==> src/rtl/mlsd_pkg.sv <==
// Shared helpers for the MLSD sequence estimator: symbol mapping,
// signed saturation and cursor geometry.
package mlsd_pkg;

  // Map an nbit symbol code to its signed PAM level: 2*b - (2**nbit - 1).
  function automatic int sym_map(input int b, input int bits_per_sym);
    return 2 * b - ((1 << bits_per_sym) - 1);
  endfunction

  // Clamp a signed value into the range of a signed field of the given width.
  function automatic longint sat_signed(input longint value, input int width);
    longint hi;
    longint lo;
    hi = (longint'(1) <<< (width - 1)) - 1;
    lo = -(longint'(1) <<< (width - 1));
    if (value > hi) return hi;
    if (value < lo) return lo;
    return value;
  endfunction

  // Flat symbol index of lane 0 inside the buffer word holding the cursor.
  function automatic int cursor_pos_offset(input int center_buffer, input int num_channels);
    return center_buffer * num_channels;
  endfunction

endpackage

==> src/rtl/mlsd_tap_bank.sv <==
// Double-buffered channel taps: writes go to the shadow bank and a commit
// copies the whole shadow bank into the active bank on a single edge.
module mlsd_tap_bank #(
  parameter int estDepth    = 3,
  parameter int tapBitwidth = 8,
  parameter int addrWidth   = 2
) (
  input  logic                            clk,
  input  logic                            rstb,
  input  logic                            wr_en,
  input  logic [addrWidth-1:0]            wr_addr,
  input  logic [tapBitwidth-1:0]          wr_data,
  input  logic                            tap_upd,
  output logic [estDepth*tapBitwidth-1:0] active_taps
);

  logic [estDepth-1:0][tapBitwidth-1:0] shadow_q, shadow_d;
  logic [estDepth-1:0][tapBitwidth-1:0] active_q, active_d;

  // Commit reads the shadow bank before this cycle's write lands in it,
  // so a write coincident with a commit only affects the shadow bank.
  always_comb begin
    shadow_d = shadow_q;
    active_d = active_q;
    if (tap_upd) active_d = shadow_q;
    if (wr_en && (int'(wr_addr) < estDepth)) shadow_d[wr_addr] = wr_data;
  end

  // Bank registers, cleared by reset.
  always_ff @(posedge clk) begin
    if (!rstb) begin
      shadow_q <= '0;
      active_q <= '0;
    end else begin
      shadow_q <= shadow_d;
      active_q <= active_d;
    end
  end

  assign active_taps = active_q;

endmodule

==> src/rtl/mlsd_seq_estimator.sv <==
// Generates, for every lane and every candidate cursor symbol, the expected
// code sequence seen by the MLSD comparator. Two register stages: products,
// then saturated sums.
//
// Valid protocol: in_valid marks flat_bits as meaningful for one cycle; there
// is no ready/backpressure, every accepted input produces exactly one
// out_valid cycle two edges later, and est_seq holds between outputs.
//
// est_seq layout: element (c, gi, k) sits at bit offset
// ((c*numChannels + gi)*seqLength + k)*codeBitwidth.
module mlsd_seq_estimator import mlsd_pkg::*; #(
  parameter int seqLength    = 4,
  parameter int codeBitwidth = 10,
  parameter int tapBitwidth  = 8,
  parameter int estDepth     = 3,
  parameter int numChannels  = 16,
  parameter int bufferDepth  = 3,
  parameter int centerBuffer = 1,
  parameter int nbit         = 1,
  parameter int cbit         = 1,
  parameter int outShift     = 0
) (
  input  logic                                                   clk,
  input  logic                                                   rstb,
  input  logic                                                   in_valid,
  input  logic [numChannels*bufferDepth*nbit-1:0]                flat_bits,
  input  logic                                                   wr_en,
  input  logic [$clog2(estDepth)-1:0]                            wr_addr,
  input  logic signed [tapBitwidth-1:0]                          wr_data,
  input  logic                                                   tap_upd,
  output logic                                                   out_valid,
  output logic [(2**nbit)*numChannels*seqLength*codeBitwidth-1:0] est_seq
);

  localparam int NUM_CAND    = 2 ** nbit;
  localparam int ADDR_W      = $clog2(estDepth);
  localparam int PROD_W      = tapBitwidth + nbit + 1;
  localparam int SUM_W       = PROD_W + $clog2(estDepth);
  localparam int NUM_EST     = NUM_CAND * numChannels * seqLength;
  localparam int NUM_PROD    = NUM_EST * estDepth;
  localparam int CURSOR_BASE = cursor_pos_offset(centerBuffer, numChannels);
  localparam int MIN_IDX     = CURSOR_BASE + cbit - (estDepth - 1);

  // Past-bit lookups must stay inside the decided-bit buffer.
  if (MIN_IDX < 0) begin : g_bad_geometry
    $error("mlsd_seq_estimator: cursor geometry reaches below flat_bits index 0");
  end

  logic [estDepth*tapBitwidth-1:0] active_taps;
  logic [NUM_PROD*PROD_W-1:0]      prod_d, prod_q;
  logic                            valid1_q;
  logic [NUM_EST*codeBitwidth-1:0] est_d, est_q;
  logic                            out_valid_q;

  // Words after the cursor word and lanes past the cursor never feed a term.
  logic unused_flat_bits;
  assign unused_flat_bits = ^flat_bits;

  mlsd_tap_bank #(
    .estDepth   (estDepth),
    .tapBitwidth(tapBitwidth),
    .addrWidth  (ADDR_W)
  ) u_tap_bank (
    .clk        (clk),
    .rstb       (rstb),
    .wr_en      (wr_en),
    .wr_addr    (wr_addr),
    .wr_data    (wr_data),
    .tap_upd    (tap_upd),
    .active_taps(active_taps)
  );

  // Stage 1 products: each tap meets the candidate symbol at the cursor,
  // a decided symbol before it, or nothing after it (future bits unknown).
  always_comb begin
    int p;
    int pos;
    int tap_v;
    int sym_v;
    p      = 0;
    pos    = 0;
    tap_v  = 0;
    sym_v  = 0;
    prod_d = '0;
    for (int c = 0; c < NUM_CAND; c++) begin
      for (int gi = 0; gi < numChannels; gi++) begin
        for (int k = 0; k < seqLength; k++) begin
          for (int j = 0; j < estDepth; j++) begin
            p     = ((c * numChannels + gi) * seqLength + k) * estDepth + j;
            pos   = cbit + k - j;
            tap_v = int'($signed(active_taps[j*tapBitwidth +: tapBitwidth]));
            if (pos > 0) begin
              sym_v = 0;
            end else if (pos == 0) begin
              sym_v = sym_map(c, nbit);
            end else begin
              sym_v = sym_map(int'(flat_bits[(CURSOR_BASE + gi + pos)*nbit +: nbit]), nbit);
            end
            prod_d[p*PROD_W +: PROD_W] = PROD_W'(tap_v * sym_v);
          end
        end
      end
    end
  end

  // Stage 1 register: taps are captured together with the data, so one
  // estimate never mixes two banks.
  always_ff @(posedge clk) begin
    if (!rstb) begin
      valid1_q <= 1'b0;
      prod_q   <= '0;
    end else begin
      valid1_q <= in_valid;
      if (in_valid) prod_q <= prod_d;
    end
  end

  // Stage 2 sums: full-precision add, arithmetic shift, then saturation.
  always_comb begin
    logic signed [SUM_W-1:0] acc;
    longint                  shifted;
    int                      e;
    acc     = '0;
    shifted = 0;
    e       = 0;
    est_d   = est_q;
    if (valid1_q) begin
      for (int c = 0; c < NUM_CAND; c++) begin
        for (int gi = 0; gi < numChannels; gi++) begin
          for (int k = 0; k < seqLength; k++) begin
            e   = (c * numChannels + gi) * seqLength + k;
            acc = '0;
            for (int j = 0; j < estDepth; j++) begin
              acc = acc + SUM_W'($signed(prod_q[(e*estDepth + j)*PROD_W +: PROD_W]));
            end
            shifted = longint'(acc) >>> outShift;
            est_d[e*codeBitwidth +: codeBitwidth] =
              codeBitwidth'(sat_signed(shifted, codeBitwidth));
          end
        end
      end
    end
  end

  // Stage 2 register: outputs hold when no new estimate arrives.
  always_ff @(posedge clk) begin
    if (!rstb) begin
      out_valid_q <= 1'b0;
      est_q       <= '0;
    end else begin
      out_valid_q <= valid1_q;
      est_q       <= est_d;
    end
  end

  assign out_valid = out_valid_q;
  assign est_seq   = est_q;

endmodule

==> config.mk <==
export PLATFORM = sky130hd
export DESIGN_NAME = mlsd_seq_estimator
export DESIGN_NICKNAME = d
export VERILOG_FILES = /design/src/rtl/mlsd_pkg.sv /design/src/rtl/mlsd_tap_bank.sv /design/src/rtl/mlsd_seq_estimator.sv
export SDC_FILE = /design/constraint.sdc
export NUM_CORES = 2
export LEC_CHECK = 0
export CORE_AREA = 2 2 519 521
export CTS_CLUSTER_DIAMETER = 150
export DETAILED_ROUTE_END_ITERATION = 8
export DIE_AREA = 0 0 521 523
export PLACE_DENSITY = 0.49
export SLEW_MARGIN = 20
export SYNTH_ARGS = -nofsm -noshare
export SYNTH_HDL_FRONTEND = slang
export SYNTH_SLANG_ARGS = --single-unit
==> constraint.sdc <==
create_clock -name clk -period 10.3 [get_ports clk]
set_input_delay 2.06 -clock clk [delete_from_list [all_inputs] [get_ports clk]]
set_output_delay 2.06 -clock clk [all_outputs]
set_load 0.02 [all_outputs]
==> impl.org <==
** Status
- The flow ran to the end, and the final reports show no timing, DRC or antenna violations.

** Logic synthesis
- Each instance of the synthesized netlist takes up on average 8.394 µm².
- After synthesis, the netlist uses 106 different library cells.
- During synthesis, Yosys emitted a total of 0 warnings.
- Cell area after synthesis :: 50500 µm²
- Fraction of registers with async set/reset :: 0
- Sequential element share of the synthesized area :: 0.2184
- Number of flops mapped to enable cells by yosys :: 0
- In the synthesized netlist, the number of instances is 6016.
- The synthesized design contains 551 register bits.
- Commonest register cell after synthesis :: sky130_fd_sc_hd__dfxtp_1

** Placement
- Cell area reported after detailed placement :: 56780 µm²
- Count of buffers inserted at the top-level ports :: 671
- Counting tap cells, the placed design contains a total of 9801 instances.
- Before CTS, the worst setup slack after placement is 4.487 ns.
- Routability-driven placement finished with a final weighted congestion of 0.8241.
- Half-perimeter wire length after detailed placement :: 142.5 mm

** Worst setup path
- Startpoint Class :: input port
- Cell family with most CP delay :: adder cells
- Cell with the biggest individual delay on the critical path :: sky130_fd_sc_hd__fa_1
- Along the worst path, the maximum fanout reaches 13.
- The worst setup path is captured at a register.
- The largest single stage delay on the critical path is 0.55 ns.
- Count of cell instances traversed by the critical path :: 14
- For the worst setup path, the data arrival time is 5.70 ns.
- For the worst setup path, the data required time is 10.89 ns.
- The critical path is of the in2reg type.
- The worst register-to-register path has a depth of 11.
- Crit path buf inv count :: 3
- Cell-by-cell trace of the critical path :: clkdlybuf4s50_1 -> inv_1 -> nand2_1 -> fa_1 -> inv_1 -> ha_1 -> ha_1 -> fa_1 -> a21o_1 -> a21oi_1 -> o21bai_1 -> a21oi_1 -> xnor2_1 -> a211oi_1

** Die
- After floorplanning, the core was divided into 190 placement rows.
- Measured along the x axis, the die boundary spans 521 µm.
- The die covers 272500 µm².
- Core Footprint :: 267000 µm²
- Die boundary height :: 523 µm
- Starting density of the core :: 0.1892
- Boundary pin count :: 1344

** Power and ir drop
- In this run the power density over the cells is 113.5 nW/µm².
- IR analysis of the VDD net gives a maximum drop of 111.8 µV.
- Static leakage :: 26.51 nW

** Route
- After detailed routing, the number of remaining DRC violations is 0.
- Before antenna repair, the detailed router went through 5 iterations.
- Average routed wire per standard cell :: 19.42 µm
- The first routing iteration left 2036 violations.
- Summed over all layers, the routed wires come to 193.0 mm.
- Total number of vias :: 41080
- ANT nets after route :: 0
- In the routed layout, each cell is associated on average with a via count of 4.132.

** Timing
- Period utilisation layout :: 0.4968
- The worst path in the final design needs a cycle of 5.117 ns, including I/O delays and setup.
- Setup violations remaining at the end of the flow were counted as 0.
- Final hold slack :: 0.4598 ns
- Pin slew with the least headroom to its limit :: 1.088 ns
- Final Hold Vio Count :: 0
- Skew final :: 0.02351 ns
- Once routing completed, OpenROAD measured the worst setup slack at 5.183 ns.
- Headroom to the max-slew limit came out at 0.2748.
- The number of pins exceeding their max-slew limit in the final report was 0.
- RSZ-0062 raised after global routing :: no
- Based on the critical path, the design can be clocked at up to 195.4 MHz.
- For the final routed database, the setup TNS stands at 0 ns.

** Final layout
- After routing the design area is 59330 µm².
- For this run, the post-layout net count is 7078.
- Commonest cells after routing, fill and taps aside :: sky130_fd_sc_hd__clkdlybuf4s50_1, sky130_fd_sc_hd__conb_1, sky130_fd_sc_hd__ha_1
- Leaving out fill and tap cells, the most frequent cell in the layout is sky130_fd_sc_hd__clkdlybuf4s50_1.
- Of the cells placed in the final design, the portion with a size suffix greater than 1 is 0.04983.
- Compared with the post-synthesis result, the final layout area differs by 17.49%.
- Non-filler instance count after layout :: 9940

** Global routing
- First-pass GRT wire length :: 269.1 mm
- Entering global routing, the biggest net connects 125 pins.
- Vias in the first global route :: 38740
- Aggregate global-route resource usage :: 0.1350
- Number of antenna violations at the first check in global routing :: 17
- The total overflow left after global routing is 0.

** Clocking
- The root buffer cell chosen for the clock tree is sky130_fd_sc_hd__clkbuf_16.
- Buffers inserted to repair hold after CTS numbered 0.
- Total clock buffers created by CTS :: 72
- TritonCTS built the clock tree.
- Clock-pin slew was measured on the worst setup and hold paths at 0.06 ns.
- Postcts setup bufs :: 0
- Clock insertion delay at the later pin of the skew report :: 0.69 ns
- Count of cells resized by post-cts repair :: 0
- Counting along the longest clock path gives a buffer depth of 3.
- The H-tree was split into 3 levels.
- CTS sink count :: 551

** Flow run
- Number of violations of the max-capacitance limit :: 0

** Worst hold path
- WHS Path Cells :: 2
- The path class of the tightest hold or removal check is reg2reg.
[state kept, by name (all words and copies together), names as in the netlist]
name / cells
u_tap_bank.shadow_q: 16
est_seq: 339
prod_q: 178
valid1_q: 1
out_valid: 1
u_tap_bank.active_taps: 16
[routing by layer]
layer | wire (µm) | share of wire | track usage | vias to the layer above
met2 | 95200 | 0.49 | 0.2414 | 1267
met3 | 13070 | 0.068 | 0.03138 | 192
met4 | 4783 | 0.025 | 0.03806 | 6
met5 | 38 | 0.00020 | 0 | -
li1 | - | - | - | 19980
met1 | 79890 | 0.41 | 0.1600 | 19630
[worst paths after layout]
kind / startpoint / endpoint / slack (ns)
setup / recovery: flat_bits[19] / prod_q[2429] / 5.18
setup reg to reg: prod_q[3770] / est_seq[282] / 5.66
hold / removal: est_seq[120] / est_seq[120] / 0.46
hold reg to reg: est_seq[120] / est_seq[120] / 0.46
[area by class of cell]
type,count,area (µm²)
Tap cell,3552,4444
Timing Repair Buffer,728,7198
Clock inverter,38,485.5
Fill cell,29250,207600
Antenna cell,6,15.01
Inverter,337,1284
Sequential cell,551,11080
Clock buffer,94,2014
Multi-Input combinational cell,4634,32810
[where the power goes]
part,internal (mW),switching [mW],leakage (nW)
clock,1.60,1.11,1.23
sequential,2.26,0.123,4.53
combinational,0.573,1.07,20.7
total,4.43,2.30,26.5
[through the flow]
step	power, mW	util
finish	6.732	0.2222
CTS	6.856	0.2221
detailed placement	4.078	0.2127
global placement	4.065	0.2127
floorplan	3.706	-
global route	7.077	0.2222
[cell usage after synthesis, types with 102 or more instances]
cell	instances	share of area
sky130_fd_sc_hd__fa_1	160	0.063
sky130_fd_sc_hd__o21ai_0	377	0.037
sky130_fd_sc_hd__a21o_1	102	0.015
sky130_fd_sc_hd__buf_4	941	0.14
sky130_fd_sc_hd__ha_1	531	0.13
sky130_fd_sc_hd__nor2_1	494	0.037
sky130_fd_sc_hd__mux2i_1	186	0.037
sky130_fd_sc_hd__clkbuf_1	159	0.012
sky130_fd_sc_hd__inv_1	330	0.025
sky130_fd_sc_hd__a21oi_1	414	0.041
sky130_fd_sc_hd__nand2_1	403	0.030
sky130_fd_sc_hd__xnor2_1	190	0.033
sky130_fd_sc_hd__dfxtp_1	551	0.22
[logic make-up after synthesis]
logic type               Yosys count  share of synthesized area
AND/OR/NAND/NOR                 1348                     0.1223
buffers and inverters           1470                     0.1800
flip-flops                       551                     0.2184
AO/OA/AOI/OAI                   1419                     0.1837
multiplexers                     194                    0.03959
adder cells (fa/ha/maj)          744                     0.2055
other                              1                 0.00007426
XOR/XNOR                         289                    0.05042
[tightest hold or removal path, delay by kind of cell, from the launching register on]
family           cells  cell delay (ns)
AND/OR/NAND/NOR      1             0.04
AO/OA/AOI/OAI        1             0.06
flip-flops           1             0.32
Power figures use the tool's default switching activity.
